## src/rtl/gpio_input_unit.sv

```systemverilog
// gpio_input_unit
//   Input side of the GPIO block. Brings the asynchronous PA/PB pad levels into
//   the clk domain through a two-stage synchroniser (PINA/PINB). It also flags
//   pin changes on mask-enabled bits in PCIFR and raises the PCINT0/PCINT1
//   requests.
//
// Ports
//   clk            system clock, rising edge
//   reset          asynchronous active-high reset
//   pa_pins        raw PA pad levels (async)
//   pb_pins        raw PB pad levels (async)
//   mem_pcmsk0     per-bit pin-change enable for PA
//   mem_pcmsk1     per-bit pin-change enable for PB
//   mem_pcicr      {PCIE1, PCIE0} interrupt request enables
//   pcifr_wr_en    CPU write strobe to PCIFR
//   pcifr_wr_data  write-one-to-clear data for PCIFR
//   irq_ack        vector-taken acknowledge, clears the matching flag
//   pina, pinb     synchronised pad levels
//   pcifr          pin-change flags {PCIF1, PCIF0}
//   pcint0_irq     PCINT0 request (registered)
//   pcint1_irq     PCINT1 request (registered)
module gpio_input_unit #(
    parameter int unsigned DATA_WIDTH = 8
) (
    input  logic                  clk,
    input  logic                  reset,
    input  logic [DATA_WIDTH-1:0] pa_pins,
    input  logic [DATA_WIDTH-1:0] pb_pins,
    input  logic [DATA_WIDTH-1:0] mem_pcmsk0,
    input  logic [DATA_WIDTH-1:0] mem_pcmsk1,
    input  logic [1:0]            mem_pcicr,
    input  logic                  pcifr_wr_en,
    input  logic [1:0]            pcifr_wr_data,
    input  logic [1:0]            irq_ack,
    output logic [DATA_WIDTH-1:0] pina,
    output logic [DATA_WIDTH-1:0] pinb,
    output logic [1:0]            pcifr,
    output logic                  pcint0_irq,
    output logic                  pcint1_irq
);

    // Synchroniser stages and previous-sample registers.
    logic [DATA_WIDTH-1:0] pa_s1_q, pa_s2_q, pa_prev_q;
    logic [DATA_WIDTH-1:0] pb_s1_q, pb_s2_q, pb_prev_q;

    logic [1:0] warm_cnt_q, warm_cnt_d;
    logic       warm_done;

    logic [DATA_WIDTH-1:0] pa_chg, pb_chg;
    logic [1:0]            flag_set, flag_clr;
    logic [1:0]            pcifr_q, pcifr_d;
    logic [1:0]            irq_q, irq_d;

    always_comb begin
        // Detection stays off for the first three cycles after reset so that
        // pads already high at reset do not look like a 0->1 change.
        warm_done  = (warm_cnt_q == 2'd3);
        warm_cnt_d = warm_done ? warm_cnt_q : warm_cnt_q + 2'd1;

        // Mask is applied in the evaluation cycle; unmasked changes are lost.
        pa_chg = (pa_s2_q ^ pa_prev_q) & mem_pcmsk0;
        pb_chg = (pb_s2_q ^ pb_prev_q) & mem_pcmsk1;

        flag_set = {warm_done & (|pb_chg), warm_done & (|pa_chg)};
        flag_clr = ({2{pcifr_wr_en}} & pcifr_wr_data) | irq_ack;

        // Set wins over a simultaneous clear so no change is dropped.
        pcifr_d = (pcifr_q & ~flag_clr) | flag_set;
        irq_d   = pcifr_d & mem_pcicr;
    end

    always_ff @(posedge clk or posedge reset) begin
        if (reset) begin
            pa_s1_q    <= '0;
            pa_s2_q    <= '0;
            pa_prev_q  <= '0;
            pb_s1_q    <= '0;
            pb_s2_q    <= '0;
            pb_prev_q  <= '0;
            warm_cnt_q <= 2'd0;
            pcifr_q    <= 2'b00;
            irq_q      <= 2'b00;
        end else begin
            pa_s1_q    <= pa_pins;
            pa_s2_q    <= pa_s1_q;
            pa_prev_q  <= pa_s2_q;
            pb_s1_q    <= pb_pins;
            pb_s2_q    <= pb_s1_q;
            pb_prev_q  <= pb_s2_q;
            warm_cnt_q <= warm_cnt_d;
            pcifr_q    <= pcifr_d;
            irq_q      <= irq_d;
        end
    end

    assign pina       = pa_s2_q;
    assign pinb       = pb_s2_q;
    assign pcifr      = pcifr_q;
    assign pcint0_irq = irq_q[0];
    assign pcint1_irq = irq_q[1];

endmodule
```

## config.mk

```make
export PLATFORM = sky130hd
export DESIGN_NAME = gpio_input_unit
export DESIGN_NICKNAME = d
export VERILOG_FILES = /design/src/rtl/gpio_input_unit.sv
export SDC_FILE = /design/constraint.sdc
export NUM_CORES = 1
export LEC_CHECK = 0
export BUFFER_PORTS_ARGS = -buffer_cell sky130_fd_sc_hd__buf_4
export CAP_MARGIN = 10
export CELL_PAD_IN_SITES_DETAIL_PLACEMENT = 2
export CELL_PAD_IN_SITES_GLOBAL_PLACEMENT = 2
export CORE_ASPECT_RATIO = 1.4
export CORE_UTILIZATION = 32
export DETAILED_ROUTE_END_ITERATION = 6
export PLACE_DENSITY = 0.87
export SLEW_MARGIN = 20
export SYNTH_ARGS = -nofsm -noshare
export SYNTH_HDL_FRONTEND = slang
export SYNTH_SLANG_ARGS = --single-unit
```

## constraint.sdc

```tcl
create_clock -name clk -period 1.6 [get_ports clk]
set_input_delay 0.08 -clock clk [delete_from_list [all_inputs] [get_ports clk]]
set_output_delay 0.08 -clock clk [all_outputs]
set_load 0.05 [all_outputs]
```

# [Yosys cells after proc, flatten, opt, wreduce, memory -nomap -nowiden]
# Cells that the tools add are included.
[totals] out_inout_bits=20 regBits=54 latch_bits=0 mem_count=0 romBits=0 ram_bits=0
[op_classes] n_eq_ne=1 n_addsub=1 div_mod_pow=0 reduce_logical=2 mux=0 n_mul=0 bitwise_logic=12 order_cmp=0 shifts=0
[ops] operator="bitwise AND 8 bit" count=2
[ops] operator="OR reduction 8 bit" count=2
[ops] operator="XOR 8 bit" count=2
[ops] operator="bitwise AND 2 bit" count=3
[ops] operator="OR 2 bit" count=2
[ops] operator="adder 2 x 1 -> 2 bit (second input constant)" count=1
[ops] operator="bitwise AND 1 bit" count=2
[ops] operator="== test 2 bit (second input constant)" count=1
[ops] operator="inverter 2 bit" count=1

# [Logic depth before layout (Yosys ltp)]
# Gate-level depths: netlist (run 1).
[depth] depth_word=6 mapped_depth=4 mapped_depth_nobuf=4

# [Worst setup path before layout (run 1)]
# No wires, ideal clock.
[synth_timing] kind="register to register" from="register pa_s2_q[6], in the netlist pina[6]" to="register irq_q[0]" n_path_buf=0 arrival_time_ns=1.303 stages_incl_launch_ff=5 path_slack_ns=0.178 period_less_slack_ns=1.422 required_time_ns=1.480 cell_sequence="dfrtp_1 > xor2_1 > a22oi_1 > nand4_1 > a31o_1"
[synth_via] elab_chain_cells=6
[synth_rtl] element="start: declaration" line="43" source="logic [DATA_WIDTH-1:0] pa_s1_q, pa_s2_q, pa_prev_q;"
[synth_rtl] element="start signal: assignment" line="85" source="pa_s2_q <= pa_s1_q;"
[synth_rtl] element="XOR 8 bit" line="61" source="pa_chg = (pa_s2_q ^ pa_prev_q) & mem_pcmsk0;"
[synth_rtl] element="bitwise AND 8 bit" line="61"
[synth_rtl] element="OR reduction 8 bit" line="64" source="flag_set = {warm_done & (|pb_chg), warm_done & (|pa_chg)};"
[synth_rtl] element="bitwise AND 1 bit" line="64"
[synth_rtl] element="OR 2 bit" line="68" source="pcifr_d = (pcifr_q & ~flag_clr) | flag_set;"
[synth_rtl] element="bitwise AND 2 bit" line="69" source="irq_d = pcifr_d & mem_pcicr;"
[synth_rtl] element="via irq_d[0]" line="52" source="logic [1:0] irq_q, irq_d;"
[synth_rtl] element="end signal: assignment" line="92" source="irq_q <= irq_d;"
[synth_rtl] element="end: declaration" line="52"
# The timed path passes the listed nets, and every way through them passes these cells.
# A chain may end at the register's enable or synchronous reset.

# [Worst setup path after layout (run 1)]
[layout_timing] from="register pa_s2_q[3], in the netlist pina[3]" to="register pcifr_q[0], in the netlist pcifr[0]"
[layout_via] elab_chain_cells=5
[layout_rtl] element="XOR 8 bit" line="61"
[layout_rtl] element="bitwise AND 8 bit" line="61"
[layout_rtl] element="OR reduction 8 bit" line="64"
[layout_rtl] element="bitwise AND 1 bit" line="64"
[layout_rtl] element="OR 2 bit" line="68"
[layout_rtl] element="via pcifr_d[0]" line="51" source="logic [1:0] pcifr_q, pcifr_d;"
[layout_rtl] element="end signal: assignment" line="91" source="pcifr_q <= pcifr_d;"
[layout_rtl] element="end: declaration" line="51"
# The timed path passes the listed nets, and every way through them passes these cells.

==> impl_metrics.csv, run 1 <==
group,metric,value,unit
synthesis,synth.ff_latch_count,54,
sta,rsz0062_at_grt,"no",
sta,setup_tns,0,ns
global_route,grt_max_degree,29,
detailed_routing,num_vias,1098,
worst_hold_path,hold_path.class,"in2reg",
synthesis,netlist_instances,94,
synthesis,ys_warn_count,0,
sta,slew_viol_final,0,
die,die_width,63.1,um
clock_tree,cts_sinks,54,
finish,fin_cells,244,
place,port_buffers,60,
sta,slew_headroom,60.2,%
finish,drive_above_1_share,38.3,%
clock_tree,cts_setup_buffers,0,
clock_tree,cts_tree,"done",
detailed_routing,first_pass_iters,5,
die,io_pins,61,
detailed_routing,dr.first_iter.drc_count,36,
sta,hold_viol_final,0,
finish,final_core_util,50.8,%
die,die_area,5520,um2
clock_tree,cts_buffers,5,
setup_path,critPathMaxStageDelay,0.42,ns
global_route,grt.overflow.total,0,
setup_path,worstSetupEndpointType,"flip-flop",
status,status,"finished clean",
die,die_h,87.5,um
setup_path,critPathKind,"reg2reg",
sta,setup_viol,0,
setup_path,regToRegSetupSlack,0.23,ns
clock_tree,clkLatencyLatePin,0.30,ns
finish,layout_commonest_cell,"buf_4",
synthesis,avgSynthCellArea,17.8,um2
clock_tree,h-tree-depth,2,
synthesis,synth_cell_types,12,
place,placed_cells,219,
detailed_routing,routedWlPerCell,18.2,um
sta,worst_pin_slew,0.596,ns
detailed_routing,drc,0,
synthesis,syn_area,1670,um2
setup_path,cp_max_fo,3,
global_route,grtUsageTotal,17.8,%
finish,fillCellCount,463,
die,num_rows,30,
sta,max_freq,730,MHz
sta,period_minus_slack,1.37,ns
clock_tree,clk_pin_slew,0.09,ns
detailed_routing,wl,4450,um
power,ir_drop,0.000523,V
die,core_area,4920,um2
clock_tree,ctsResizeCount,0,
synthesis,synthesis.nets,136,
setup_path,crit_chain,"xor2_1, a22oi_1, nand4_1, a32o_1",
finish,layout_common_cells,"buf_4, dfrtp_1, dlygate4sd3_1",
sta,whs,0.0223,ns
finish,area_growth,49.5,%
die,initial_core_util,34.0,%
sta,post-route-period-util,85.6,%
power,leakagePower,1.18,nW
clock_tree,cts_root_buf,"clkbuf_8",
place,post-dp-hpwl,3120,um
global_route,grt_pass1_vias,1286,
global_route,grt_first_pass_wirelength,6980,um
finish,nNetsFinal,221,
global_route,antenna_found_initial,0,
detailed_routing,viasPerCell,4.50,
place,globalplace.congestion,0.761,
synthesis,seq_area_frac_synth,80.9,%
power,power_density,1100,nW/um2
sta,finalClockSkew,0.0111,ns
finish,antenna_cells,0,
flow_run,maxCapViolCount,0,
setup_path,cp.required,1.80,ns
clock_tree,clockBufferDepth,2,
detailed_routing,ant_nets,0,
setup_path,startpoint_type,"flip-flop",
setup_path,slowest_stage,"dfrtp_1",
setup_path,worstPathArrival,1.57,ns
==> through the flow <==
stage | total power, W | worst slack (ns) | instance area, um2
floorplan | 0.00167 | 0.178 | 1670
global placement | 0.00182 | 0.366 | 2220
detailed placement | 0.00185 | 0.223 | 2220
CTS | 0.00277 | 0.209 | 2500
global route | 0.00286 | 0.140 | 2500
finish | 0.00274 | 0.230 | 2500
==> final cells by class <==
cell class / count / area, um2 / area share [%]
multi-input combinational: 37 / 308 / 12.3
inverter: 3 / 11.3 / 0.451
clock inverter: 1 / 30.0 / 1.20
timing repair buffer: 78 / 641 / 25.7
sequential: 54 / 1350 / 54.1
tap: 64 / 80.1 / 3.21
clock buffer: 7 / 76.3 / 3.06
==> logic make-up (layout without fill, tap and decap cells) <==
group	Yosys count	after routing	share of synthesized area (%)
AND/OR/NAND/NOR	6	6	2.25
AO/OA/AOI/OAI	12	12	5.84
multiplexers	1	1	0.674
buffers and inverters	3	89	0.674
XOR/XNOR	17	17	8.91
adder cells (fa/ha/maj)	1	1	0.749
flip-flops	54	54	80.9
==> worst paths after layout <==
| path | from | endpoint | depth (start not counted) |
|---|---|---|---|
| max in group asynchronous | reset | pina[2] | 4 |
| min in group asynchronous | reset | irq_q[1] | 3 |
| worst min-delay path | mem_pcicr[0] | irq_q[0] | 2 |
| worst max register to register | pina[3] | pcifr[0] | 4 |
| worst min register to register | pa_s1_q[6] | pina[6] | 0 |
| worst max-delay path | pina[3] | pcifr[0] | 4 |
==> power breakdown <==
group | switching, W | internal, W
clock network | 0.000417 | 0.000469
logic | 0.000207 | 0.000166
registers | 0.0000465 | 0.00143
==> worst max-delay path: cells and delay by family, from the launching register on <==
family / cells / cell delay [ns]
AOI/OAI and AO/OA: 2 / 0.51
xor gates and xnor gates: 1 / 0.16
DFF: 1 / 0.42
and+or+nand+nor: 1 / 0.18
==> Yosys cell counts <==
cell type	count	area, um2
and4_1	2	17.5
a31o_1	2	17.5
inv_1	3	11.3
a32o_1	2	20.0
a22oi_1	8	60.1
xnor2_1	1	8.76
dfrtp_1	54	1350
nand4_1	2	12.5
mux2_2	1	11.3
ha_1	1	12.5
xor2_1	16	140
nand2_1	2	7.51
==> routing by layer <==
layer | global-route usage (%) | share of wire [%] | up-vias
li1 | - | - | 485
met1 | 21.0 | 39 | 560
met2 | 30.8 | 54 | 45
met3 | 3.66 | 4.4 | 8
met4 | 8.46 | 2.3 | 0
met5 | 0 | 0 | -
==> flip-flops by register name, indices dropped and copies added (netlist names) <==
register,cells
irq_q,2
pa_prev_q,8
pb_s1_q,8
warm_cnt_q,2
pa_s1_q,8
pb_prev_q,8
pcifr,2
pina,8
pinb,8
==> what timing repair did <==
| item | CTS | global route |
|---|---|---|
| hold buffers | 17 | 0 |
| hold endpoints to repair | 43 | 0 |
| endpoints found under the setup margin | 0 | 0 |
Power figures use the tool's default switching activity.
==> inputs of run 2 (changes only) <==
--- a/config.mk
+++ b/config.mk
@@ -9,7 +9,6 @@
 export CAP_MARGIN = 10
 export CELL_PAD_IN_SITES_DETAIL_PLACEMENT = 2
 export CELL_PAD_IN_SITES_GLOBAL_PLACEMENT = 2
-export CORE_ASPECT_RATIO = 1.4
 export CORE_UTILIZATION = 32
 export DETAILED_ROUTE_END_ITERATION = 6
 export PLACE_DENSITY = 0.87
==> impl_metrics.csv, run 2 (same netlist as run 1, synthesis figures left out) <==
group,metric,value,unit
finish,seqCellArea,1350,um2
finish,multi_input_area,308,um2
sta,hold_viol_final,0,
clock_tree,cts_sinks,54,
place,globalplace.congestion,0.706,
setup_path,startpoint_type,"flip-flop",
die,die_h,74.3,um
sta,slew_headroom,61.8,%
power,internal_power,0.00189,W
power,power_density,1020,nW/um2
setup_path,cp_max_fo,3,
detailed_routing,num_vias,1080,
power,ir_drop,0.000479,V
setup_path,cp.required,1.80,ns
power,leakagePower,1.17,nW
die,initial_core_util,34.2,%
global_route,grt_first_pass_wirelength,5980,um
setup_path,critPathKind,"reg2reg",
power,p_switching,0.000641,W
power,comb_power_share,14.3,%
worst_hold_path,hold_path.class,"in2reg",
clock_tree,cts_root_buf,"clkbuf_8",
sta,finalClockSkew,0.00742,ns
finish,antenna_cells,0,
detailed_routing,first_pass_iters,4,
sta,post-route-period-util,82.8,%
global_route,grtUsageTotal,15.2,%
detailed_routing,drc,0,
clock_tree,cts_tree,"done",
sta,rsz0062_at_grt,"no",
global_route,grt_pass1_vias,1240,
finish,layout_commonest_cell,"buf_4",
detailed_routing,wl,3770,um
finish,drive_above_1_share,39.1,%
status,status,"finished clean",
power,pwr-share-clk,27.6,%
clock_tree,postCtsHoldBufs,17,
detailed_routing,routedWlPerCell,15.3,um
clock_tree,ctsResizeCount,0,
place,port_buffers,60,
clock_tree,cts_buffers,5,
die,die_width,74.3,um
flow_run,maxCapViolCount,0,
finish,area_growth,48.1,%
finish,nNetsFinal,221,
global_route,grt.overflow.total,0,
finish,final_core_util,50.7,%
die,num_rows,25,
setup_path,worstPathArrival,1.52,ns
detailed_routing,viasPerCell,4.39,
sta,period_minus_slack,1.32,ns
die,io_pins,61,
clock_tree,clk_pin_slew,0.09,ns
sta,setup_tns,0,ns
clock_tree,clkLatencyLatePin,0.30,ns
die,core_area,4880,um2
global_route,grt_max_degree,29,
clock_tree,h-tree-depth,2,
clock_tree,cts_setup_buffers,0,
sta,max_freq,755,MHz
setup_path,worstSetupEndpointType,"flip-flop",
detailed_routing,ant_nets,0,
sta,slew_viol_final,0,
power,swShare,25.3,%
power,power_frac_seq,58.1,%
finish,layout_common_cells,"buf_4, dfrtp_1, dlygate4sd3_1",
sta,worst_pin_slew,0.572,ns
power,finalPower,0.00253,W
sta,setup_viol,0,
place,post-dp-hpwl,2660,um
global_route,antenna_found_initial,0,
detailed_routing,dr.first_iter.drc_count,16,
finish,fillCellCount,460,
die,die_area,5510,um2
clock_tree,clockBufferDepth,2,
==> run 2: cell count changes in the layout (fill, tap and decap cells not counted) <==
cell,previous run,this run
bufinv_16,1,0
clkinv_2,0,2
clkbuf_1,2,0
==> run 2: metal layers <==
layer	vias to the layer above	GRT usage, %	routed length, um
met5	-	0	0
met1	533	17.1	1480
met4	0	6.92	68
met2	54	25.4	1870
met3	8	6.10	347
li1	485	-	-
==> run 2: final timing paths <==
check	startpoint	end	slack [ns]	cells after the start
worst max-delay path	pina[6]	irq_q[0]	0.28	4
worst min-delay path	mem_pcicr[1]	irq_q[1]	0.02	2
worst max register to register	pina[6]	irq_q[0]	0.28	4
worst min register to register	pa_s1_q[7]	pina[7]	0.36	0
max in group asynchronous	reset	pinb[0]	0.67	4
min in group asynchronous	reset	irq_q[0]	0.38	3
==> run 2: final cells by class <==
cell class / count / share of cell area [%]
sequential: 54 / 54.6
timing repair buffer: 78 / 25.9
multi-input combinational: 37 / 12.4
clock inverter: 2 / 0.405
inverter: 3 / 0.455
tap: 67 / 3.39
clock buffer: 5 / 2.78
==> run 2: worst max-delay path, cell delays in order, from the launching register on <==
cell     delay (ns)
dfrtp_1        0.42
xor2_1         0.16
a22oi_1        0.22
nand4_1        0.17
a31o_1         0.25
==> run 2: per-stage QoR <==
stage                     cell area, um2  setup WS, ns  hold slack [ns]  cells
after floorplan                     1670         0.178            0.111     94
after global placement              2220         0.335            0.165    222
after detailed placement            2220         0.285            0.179    222
after CTS                           2470         0.273           0.0170    246
after global routing                2470         0.185           0.0183    246
final                               2470         0.275           0.0209    246
==> run 2: power groups by stage <==
| stage | combinational (W) | sequential (W) | clock [W] |
|---|---|---|---|
| detailed placement | 0.000334 | 0.00150 | 0 |
| global route | 0.000389 | 0.00148 | 0.000771 |
| finish | 0.000364 | 0.00147 | 0.000699 |
| global placement | 0.000325 | 0.00149 | 0 |
| CTS | 0.000368 | 0.00147 | 0.000727 |
| floorplan | 0.0000739 | 0.00160 | 0 |
==> inputs of run 3 (changes only) <==
--- a/config.mk
+++ b/config.mk
@@ -9,9 +9,9 @@
 export CAP_MARGIN = 10
 export CELL_PAD_IN_SITES_DETAIL_PLACEMENT = 2
 export CELL_PAD_IN_SITES_GLOBAL_PLACEMENT = 2
-export CORE_UTILIZATION = 32
+export CORE_UTILIZATION = 29
 export DETAILED_ROUTE_END_ITERATION = 6
-export PLACE_DENSITY = 0.87
+export PLACE_DENSITY = 0.84
 export SLEW_MARGIN = 20
 export SYNTH_ARGS = -nofsm -noshare
 export SYNTH_HDL_FRONTEND = slang
==> constraint.sdc (replaced) <==
create_clock -name clk -period 1.2 [get_ports clk]
set_input_delay 0.06 -clock clk [delete_from_list [all_inputs] [get_ports clk]]
set_output_delay 0.06 -clock clk [all_outputs]
set_load 0.05 [all_outputs]
==> impl_metrics.csv, run 3 (same netlist as run 1, synthesis figures left out) <==
group,metric,value,unit
status,status,"finished, violations left",
status,violations,"negative setup slack",
clock_tree,clk_pin_slew,0.09,ns
place,globalplace.congestion,0.733,
power,power_frac_seq,53.2,%
place,place_area,2370,um2
finish,seqCellArea,1370,um2
sta,post-route-period-util,109,%
setup_path,cp.required,1.39,ns
global_route,grt_pass1_vias,1382,
place,pre_cts_slack,-0.134,ns
power,internal_power,0.00280,W
setup_path,slowest_stage,"dfrtp_2",
sta,hold_viol_final,0,
finish,antenna_cells,0,
setup_path,cp_max_fo,2,
finish,fin_area,2680,um2
finish,fillCellCount,538,
setup_path,startpoint_type,"flip-flop",
detailed_routing,wl,4080,um
detailed_routing,viasPerCell,4.25,
place,post-dp-hpwl,3070,um
clock_tree,clockBufferDepth,2,
clock_tree,cts_tree,"done",
die,core_area,5540,um2
worst_hold_path,hold_path.class,"in2reg",
finish,drive_above_1_share,54.1,%
power,leakagePower,1.23,nW
global_route,grt_max_degree,55,
detailed_routing,ant_nets,0,
sta,rsz0062_at_grt,"yes",
power,pwr-share-clk,32.0,%
detailed_routing,num_vias,1138,
die,io_pins,61,
power,ir_drop,0.000764,V
finish,area_growth,60.2,%
setup_path,worstSetupEndpointType,"flip-flop",
sta,slew_viol_final,0,
detailed_routing,dr.first_iter.drc_count,40,
power,swShare,24.3,%
finish,layout_commonest_cell,"buf_4",
sta,worst_pin_slew,0.273,ns
clock_tree,cts_sinks,54,
die,die_h,77.9,um
power,comb_power_share,14.8,%
power,p_switching,0.000896,W
clock_tree,cts_root_buf,"clkbuf_8",
setup_path,worstPathArrival,1.50,ns
setup_path,critical_path.top_delay_family,"compound AO/OA/AOI/OAI gates",
power,power_density,1380,nW/um2
die,initial_core_util,30.1,%
clock_tree,cts_setup_buffers,0,
finish,final_core_util,48.3,%
global_route,antenna_found_initial,0,
sta,period_minus_slack,1.31,ns
finish,layout_common_cells,"buf_4, dfrtp_1, dlygate4sd3_1",
sta,worst_slack,-0.111,ns
clock_tree,cts_buffers,5,
finish,multi_input_area,328,um2
clock_tree,clkLatencyLatePin,0.30,ns
finish,nNetsFinal,237,
sta,finalClockSkew,0.00675,ns
flow_run,maxCapViolCount,0,
detailed_routing,first_pass_iters,4,
sta,setup_tns,-0.389,ns
setup_path,critPathMaxStageDelay,0.42,ns
power,finalPower,0.00369,W
detailed_routing,drc,0,
die,die_width,77.9,um
global_route,grtUsageTotal,15.0,%
sta,slew_headroom,81.8,%
clock_tree,h-tree-depth,2,
sta,max_freq,763,MHz
place,port_buffers,60,
setup_path,critPathKind,"reg2reg",
setup_path,worst-path-buf-inv,0,
global_route,grt.overflow.total,0,
global_route,grt_first_pass_wirelength,6650,um
setup_path,crit_chain,"xor2_1, a22oi_1, nand4_1, a31o_1",
sta,setup_viol,4,
die,num_rows,27,
detailed_routing,routedWlPerCell,15.2,um
die,die_area,6070,um2
run 3: cell types whose count changed in the layout (fill, tap and decap cells not counted), sizes merged:
cell | before | now
clkinvlp | 0 | 2
clkbuf | 5 | 6
buf | 61 | 77
clkinv | 2 | 0
inv | 3 | 2
bufinv | 0 | 1
run 3: power by group through the flow:
stage / logic (W) / clock network, W / registers [W]
after floorplan: 0.0000992 / 0 / 0.00213
after global placement: 0.000479 / 0 / 0.00199
after detailed placement: 0.000502 / 0 / 0.00200
after CTS: 0.000549 / 0.00123 / 0.00197
after global routing: 0.000587 / 0.00129 / 0.00198
final: 0.000547 / 0.00118 / 0.00196
run 3: worst register-to-register path: stages (launching register included):
cell and delay, ns:
dfrtp_2 0.42, xor2_1 0.14, a22oi_1 0.20, nand4_1 0.18, a31o_1 0.25
run 3: layer usage:
| layer | track usage [%] | vias to the layer above | wire, um |
|---|---|---|---|
| li1 | - | 517 | - |
| met1 | 14.8 | 576 | 1410 |
| met2 | 29.5 | 38 | 2460 |
| met3 | 2.94 | 7 | 127 |
| met4 | 7.59 | 0 | 87 |
| met5 | 0 | - | 0 |
run 3: final timing paths:
kind,endpoint,startpoint,cells past startpoint,slack [ns]
setup / recovery,irq_q[0],pina[7],4,-0.11
hold / removal,irq_q[1],mem_pcicr[1],2,0.006
setup reg to reg,irq_q[0],pina[7],4,-0.11
hold reg to reg,pina[6],pa_s1_q[6],0,0.35
max in group asynchronous,pina[5],reset,4,0.57
min in group asynchronous,pa_s1_q[4],reset,4,0.38
run 3: layout make-up:
cell class	count	area share (%)
Timing Repair Buffer	94	28.4
Tap cell	72	3.37
Sequential cell	54	51.3
Multi-Input combinational cell	37	12.3
Inverter	3	0.561
Clock buffer	6	2.71
Clock inverter	2	1.40
run 3: timing repair:
| action | CTS | global route |
|---|---|---|
| gates cloned | 0 | 0 |
| pin swaps | 9 | 4 |
| endpoints found under the setup margin | 4 | 5 |
| hold buffers | 17 | 0 |
| gates resized for setup | 0 | 4 |
| hold endpoints to repair | 70 | 0 |
run 3: through the flow:
stage / hold slack, ns / std cells
6_report: 0.00603 / 268
5_1_grt: 0.00499 / 268
4_1_cts: 0.00549 / 268
3_5_place_dp: 0.161 / 243
3_3_place_gp: 0.144 / 243
2_1_floorplan: 0.0914 / 94
